<file path="src/rtl/ssi_read_scheduler.sv">
// SSI read scheduler: sequences one-hot read starts over the enabled channels once per period,
// with CRC retry, per-read timeout and sticky failure flags. Optional stats: SSI_SCHED_STATS_EN.
module ssi_read_scheduler #(
  parameter int NUM_CH      = 3,
  parameter int READ_PERIOD = 1000,
  parameter int TIMEOUT     = 4096,
  parameter int MAX_RETRY   = 2
) (
  input  logic              clk_100m,
  input  logic              rst_syn,
  input  logic              enable,
  input  logic [NUM_CH-1:0] ch_mask,
  input  logic              fail_clr,
  input  logic [NUM_CH-1:0] rd_done,
  input  logic [NUM_CH-1:0] rd_crc_err,
  output logic [NUM_CH-1:0] rd_start,
  output logic              busy,
  output logic              scan_done,
  output logic [NUM_CH-1:0] ch_fail,
  output logic              overrun,
  output logic [7:0]        retry_cnt,
  output logic [7:0]        timeout_cnt
);
  localparam int PW = (READ_PERIOD > 1) ? $clog2(READ_PERIOD) : 1;
  localparam int TW = (TIMEOUT > 1) ? $clog2(TIMEOUT) : 1;
  localparam logic [NUM_CH-1:0] ONE    = NUM_CH'(1);
  localparam logic [PW-1:0]     P_LAST = PW'(READ_PERIOD - 1);
  localparam logic [TW-1:0]     T_LAST = TW'(TIMEOUT - 1);
  localparam logic [3:0]        RMAX   = 4'(MAX_RETRY);

  typedef enum logic [1:0] {IDLE, ISSUE, WAIT_DONE, NEXT} state_t;

  state_t            state;
  logic [PW-1:0]     pcnt;
  logic [TW-1:0]     tcnt;
  logic [3:0]        retries;
  logic [NUM_CH-1:0] mask_q, cur_oh;
  logic [NUM_CH-1:0] low_oh, above, next_oh, fail_base;
  logic              tick, sel_done, sel_err, can_retry, tmo_hit;

  always_comb begin
    tick      = (pcnt == P_LAST);
    low_oh    = ch_mask & (~ch_mask + ONE);
    above     = mask_q & ~(cur_oh | (cur_oh - ONE));
    next_oh   = above & (~above + ONE);
    sel_done  = |(rd_done & cur_oh);
    sel_err   = |(rd_crc_err & cur_oh);
    can_retry = (retries < RMAX);
    tmo_hit   = (tcnt == T_LAST);
    fail_base = fail_clr ? '0 : ch_fail;
  end

  assign busy = (state != IDLE);

  always_ff @(posedge clk_100m or posedge rst_syn) begin
    if (rst_syn) pcnt <= '0;
    else         pcnt <= tick ? '0 : pcnt + PW'(1);
  end

  // Flag sets are written after the fail_clr default so a same-cycle set wins.
  always_ff @(posedge clk_100m or posedge rst_syn) begin
    if (rst_syn) begin
      state     <= IDLE;
      mask_q    <= '0;
      cur_oh    <= '0;
      rd_start  <= '0;
      scan_done <= 1'b0;
      ch_fail   <= '0;
      overrun   <= 1'b0;
      tcnt      <= '0;
      retries   <= '0;
    end else begin
      rd_start  <= '0;
      scan_done <= 1'b0;
      ch_fail   <= fail_base;
      overrun   <= (overrun & ~fail_clr) | (tick & (state != IDLE));
      case (state)
        IDLE: if (tick && enable && (ch_mask != '0)) begin
          mask_q   <= ch_mask;
          cur_oh   <= low_oh;
          rd_start <= low_oh;
          tcnt     <= '0;
          retries  <= '0;
          state    <= ISSUE;
        end
        ISSUE: begin
          tcnt  <= tcnt + TW'(1);
          state <= WAIT_DONE;
        end
        WAIT_DONE: begin
          if (sel_done) begin
            if (!sel_err) begin
              retries <= '0;
              state   <= NEXT;
            end else if (can_retry) begin
              retries  <= retries + 4'd1;
              rd_start <= cur_oh;
              tcnt     <= '0;
              state    <= ISSUE;
            end else begin
              ch_fail <= fail_base | cur_oh;
              retries <= '0;
              state   <= NEXT;
            end
          end else if (tmo_hit) begin
            ch_fail <= fail_base | cur_oh;
            retries <= '0;
            state   <= NEXT;
          end else begin
            tcnt <= tcnt + TW'(1);
          end
        end
        NEXT: begin
          if (enable && (next_oh != '0)) begin
            cur_oh   <= next_oh;
            rd_start <= next_oh;
            tcnt     <= '0;
            state    <= ISSUE;
          end else begin
            scan_done <= 1'b1;
            state     <= IDLE;
          end
        end
        default: state <= IDLE;
      endcase
    end
  end

`ifdef SSI_SCHED_STATS_EN
  logic       retry_ev, tmo_ev;
  logic [7:0] rbase, tbase;

  always_comb begin
    retry_ev = (state == WAIT_DONE) && sel_done && sel_err && can_retry;
    tmo_ev   = (state == WAIT_DONE) && !sel_done && tmo_hit;
    rbase    = fail_clr ? 8'h00 : retry_cnt;
    tbase    = fail_clr ? 8'h00 : timeout_cnt;
  end

  always_ff @(posedge clk_100m or posedge rst_syn) begin
    if (rst_syn) begin
      retry_cnt   <= 8'h00;
      timeout_cnt <= 8'h00;
    end else begin
      retry_cnt   <= rbase + 8'(retry_ev && (rbase != 8'hFF));
      timeout_cnt <= tbase + 8'(tmo_ev && (tbase != 8'hFF));
    end
  end
`else
  assign retry_cnt   = 8'h00;
  assign timeout_cnt = 8'h00;
`endif

endmodule

</file>
<file path="config.mk">
export PLATFORM = sky130hd
export DESIGN_NAME = ssi_read_scheduler
export DESIGN_NICKNAME = d
export VERILOG_FILES = /design/src/rtl/ssi_read_scheduler.sv
export SDC_FILE = /design/constraint.sdc
export NUM_CORES = 1
export LEC_CHECK = 0
export ABC_CLOCK_PERIOD_IN_PS = 7000
export CORE_MARGIN = 3
export CORE_UTILIZATION = 58
export CTS_BUF_LIST = sky130_fd_sc_hd__clkbuf_4 sky130_fd_sc_hd__clkbuf_8 sky130_fd_sc_hd__clkbuf_16
export CTS_CLUSTER_DIAMETER = 200
export DETAILED_ROUTE_END_ITERATION = 16
export GPL_ROUTABILITY_DRIVEN = 0
export GPL_TIMING_DRIVEN = 1
export PLACE_DENSITY_LB_ADDON = 0.2
export REMOVE_ABC_BUFFERS = 1
export SETUP_SLACK_MARGIN = 0.5
export SYNTH_ARGS = -nofsm -noshare
export SYNTH_HDL_FRONTEND = slang
export SYNTH_SLANG_ARGS = --single-unit
</file>
<file path="constraint.sdc">
create_clock -name clk_100m -period 7 [get_ports clk_100m]
set_clock_uncertainty 0.1 [all_clocks]
set_input_delay 1.05 -clock clk_100m [delete_from_list [all_inputs] [get_ports clk_100m]]
set_output_delay 1.05 -clock clk_100m [all_outputs]
set_load 0.05 [all_outputs]
</file>
-- Word-level counts from Yosys, hierarchy flattened
Index checks and enable logic that the tools add are counted.
- memories: 0
- memory bits (writable): 0
- input port bits: 13
- latch bits: 0
- output and inout bits: 25
- ROM bits: 0
- word-level logic and storage cells: 96
- flip-flop bits (word level): 42
- reduce and logical (&&, ||, !) cells: 16
- equality and inequality tests: 11
- div/mod/pow operators: 0
- bitwise operators: 14
- $lt $le $gt $ge: 1
- $add $sub $neg: 6
- multiplexer cells: 38
- shifts and indexed selects: 0
- multipliers: 0
- operators with widths (cell ; number):
    $mux W12 ; 6
    $pmux W12 S4 ; 1
    $mux W3 ; 13
    $mux W4 ; 5
    $and A3 B3 Y3 ; 5
    $add A12 B1 Y12 const B ; 1
    $eq A12 B12 Y1 const B ; 1
    $ne A3 B3 Y1 const B ; 4
    $add A10 B1 Y10 const B ; 1
    $eq A10 B10 Y1 const B ; 1
    $mux W10 ; 1
    $mux W2 ; 5
    $not A3 Y3 ; 3
    $pmux W3 S3 ; 1
    $pmux W2 S4 ; 1
    $pmux W4 S2 ; 1
    $add A3 B1 Y3 const B ; 2
    $or A3 B3 Y3 ; 2
    $pmux W3 S2 ; 1
    $reduce_and A3 Y1 ; 2
    $reduce_bool A2 Y1 ; 3
    $reduce_bool A3 Y1 ; 2
    $reduce_or A3 Y1 ; 2
    $reduce_and A5 Y1 ; 1
    other kinds (13) ; 21

-- Longest topological paths before layout
- depth after elaboration: 11
- gate-level depth with buffers: 7
- depth with buffers taken out: 6

-- Worst setup path before layout
Ideal clock, no wire load.
- kind: input -> register
- from: input rd_done[0]
- to: register retries[0]
- data arrival time: 2.614 ns
- buffers on the path: 0
- setup time: 0.125 ns
- slack: 4.161 ns
- required time: 6.775 ns
- cell stages on the path: 5
- cells stage by stage: a222oi_1 inv_2 o31a_1 o21ai_2 mux2_2
- cells in the longest elaborated chain, start to end: 4
- elaborated cells between the ends (all ways): 6
- classes of those cells: 1 x eq/ne; 2 x mux; 1 x bitwise; 2 x reduce/logical
- ends and longest elaborated chain (item ; RTL line ; RTL):
    start, declared ; 14 ; input logic [NUM_CH-1:0] rd_done,
    $and A3 B3 Y3 * ; 46 ; sel_done = |(rd_done & cur_oh);
    $reduce_or A3 Y1 * ; 46 ;
    $ne A3 B3 Y1 (no source line) or $mux W4 (tied branches) ; - ;
    $reduce_and A3 Y1 (no source line) or $pmux W4 S2 (tied branches) ; - ;
    end signal, assigned ; 96 ; retries <= retries + 4'd1;
    end, declared ; 36 ; logic [3:0] retries;
Mark *: on every way between the ends. The rest lies on a longest branch, timed or not.
A chain may end at the register's enable or synchronous reset.

-- Final worst setup path
- from: register state[0]
- to: output busy
- cells in the longest elaborated chain, start to end: 1
- ends and longest elaborated chain (item ; RTL line ; RTL):
    start, declared ; 33 ; state_t state;
    start signal, assigned ; 63 ; state <= IDLE;
    start signal, assigned ; 84 ; state <= ISSUE;
    start signal, assigned ; 88 ; state <= WAIT_DONE;
    $reduce_bool A2 Y1 ; 53 ; assign busy = (state != IDLE);
    end, declared ; 17 ; output logic busy,
Every way passes these cells.

==> impl_results.md <==
* Run status: complete, no violations
* Core area at 0.00380 mm²
* RSZ-0062 raised after global routing: false
* Worst hold slack at 0.390 ns
* Critical setup path kind: reg -> out
* DRC at 0
* Critical-path cell list: inv_1 > ha_1 > inv_1 > clkdlybuf4s50_1
* Rel. slew slack at 32.4%
* Row Count at 22
* Post-Route WL at 4.73 mm
* # port buffers at 21
* Crit path buffers/inverters at 3
* Grt ovf at 0
* Worst EP required at 5.85 ns
* Final instance area at 0.00261 mm²
* I/O pin count at 38
* Die Span Y at 69.9 µm
* Minimum clock period at 3.31 ns
* Area of placed instances at 0.00253 mm²
* Critical-path top delay cell: clkdlybuf4s50_1
* FFs w/ async S/R, synth at 100%
* Worst VDD drop at 0.000127 V
* Initial drt markers at 149
* Synthesized cell area at 0.00237 mm²
* Number of setup buffers added after CTS at 0
* Top-area cell type share of the netlist area at 43.3%
* Final Max Slew Viols at 0
* Power Density at 163 mW/mm²
* Final worst slack at 3.69 ns
* First-pass DRT Iterations at 4
* Routed Antenna Nets at 0
* Drt wl/cell at 15.3 µm
* Largest net degree at the start of global routing at 42
* Worst EP arrival at 2.16 ns
* CTS H-tree lvls at 2
* Share of cells above drive strength 1 at 9.58%
* Overall Global Routing Usage at 20.1%
* CP max FO at 8
* Tightest Pin Transition at 1.01 ns
* Post-detail-place hpwl at 3.45 mm
* Startpoint types: flip-flop
* Largest area contributor in the netlist: dfrtp_1
* Initial antenna violation count at 0
* Max incr delay on CP at 0.82 ns
* Non-Filler Instances at 309
* Vias in the first global route at 1712
* Root Driver: clkbuf_8
* Post-layout util at 68.8%
* ANT cells at 0
* Worst skew pair latency at 0.29 ns
* Nets at 280
* Cells after DPL at 301
* Synth Instances at 241
* Post-synth EDFFs at 0
* Most frequent CP cell: inv_1
* Crit share post-route at 47.3%
* Most common cell after layout, fill and taps aside: dfrtp_1
* CTS tree: done
* Mean cell area of the mapped netlist at 9.84 µm²
* Num CTS Buffers at 5
* Clock buffer depth at 2
* Die area at 0.00489 mm²
* CP top delay family: buffers and inverters
* Primary FF master, synth: dfrtp_1
* Setup WS pre-CTS at 3.52 ns
* Synth top area cells: dfrtp_1 (43%), buf_4 (5.1%), ha_1 (3.7%)
* Setup violators final at 0
* Post_cts resized at 0
* Most frequent cells in the layout: dfrtp_1 (41), clkdlybuf4s50_1 (21), nand2_1 (18), nor2_1 (18), conb_1 (16)
* #FFs+latches synth at 41
* Initial core utilization at 62.4%
* Routed vias at 1829
* First-pass GRT wire length at 8.04 mm
* Vias per cell at 5.92
* TNS Setup at 0 ns
* Cts hold-fix bufs at 0
* Final hold violations at 0
* Distinct cells, synth at 59
* Pwr Total at 0.425 mW
* Chip width at 69.9 µm
* Area added between synthesis and finish at 10.2%
* Worst-path clk slew at 0.07 ns
* Max Cap Viol at 0
* Post-synthesis sequential area ratio at 43.3%
* CP endpoint kind: output port
* Leakage at 1.18 nW
* CTS Sinks at 41
* HP Class: reg -> reg
* Max Clock Freq at 302 MHz
* Synth warnings at 0
[cells in the mapped netlist (2+ instances only)]
cell,n
nor4_1,2
nand2_1,18
o41ai_2,3
and4_1,2
and3_1,6
nand3_1,8
buf_4,16
xor2_1,4
inv_1,12
a31oi_1,2
nor3_1,6
clkbuf_1,5
mux2_2,2
dfrtp_1,41
nor2_1,18
a22o_1,9
a222oi_1,2
nand4_1,2
o31ai_1,7
ha_1,7
a211o_1,5
buf_6,3
nor2b_1,5
xnor2_1,2
a21oi_1,8
a22oi_1,4
nand2b_1,2
mux2i_1,2
o21ai_0,4
o21ai_1,5
[path summary, 6_finish.rpt]
check	start	endpoint	slack, ns	cells past startpoint
worst max-delay path	state[0]	busy	3.69	4
worst min-delay path	retries[3]	retries[3]	0.39	1
worst max register to register	pcnt[0]	tcnt[9]	4.43	6
worst min register to register	retries[3]	retries[3]	0.39	1
max in group asynchronous	rst_syn	retries[2]	5.37	3
min in group asynchronous	rst_syn	ch_fail[2]	1.07	3
[final cells by class]
| class | count | area [µm²] |
|---|---|---|
| Tap cell | 48 | 60.1 |
| Inverter | 13 | 48.8 |
| Timing Repair Buffer | 22 | 218 |
| Clock inverter | 3 | 17.5 |
| Fill cell | 324 | 1180 |
| Sequential cell | 41 | 1030 |
| Clock buffer | 5 | 68.8 |
| Multi-Input combinational cell | 177 | 1170 |
[metal layers]
| layer | global-route usage, % | wire length [µm] |
|---|---|---|
| met1 | 27.8 | 2160 |
| met2 | 32.0 | 2250 |
| met3 | 3.60 | 263 |
| met4 | 6.81 | 55 |
| met5 | 0 | 0 |
[power breakdown]
part | internal, mW | leakage [nW] | switching (mW)
logic | 0.00754 | 0.602 | 0.0274
clock network | 0.0689 | 0.0439 | 0.0849
registers | 0.237 | 0.538 | 0
total | 0.313 | 1.18 | 0.112
[flip-flops by register name, summed over array words and instances (netlist names), 2 cells and up]
register / cells
mask_q: 2
retries: 4
pcnt: 10
tcnt: 12
state: 2
ch_fail: 3
rd_start: 3
cur_oh: 3
[kinds of logic after synthesis]
family / after synthesis / share of synthesized area, %
and+or+nand+nor: 79 / 17.8
AOI/OAI and AO/OA: 65 / 21.5
DFF: 41 / 43.3
buffers and inverters: 38 / 9.55
adders and majority gates: 7 / 3.69
xor gates and xnor gates: 6 / 2.22
muxes: 4 / 1.79
other: 1 / 0.158
Power figures use the tool's default switching activity.
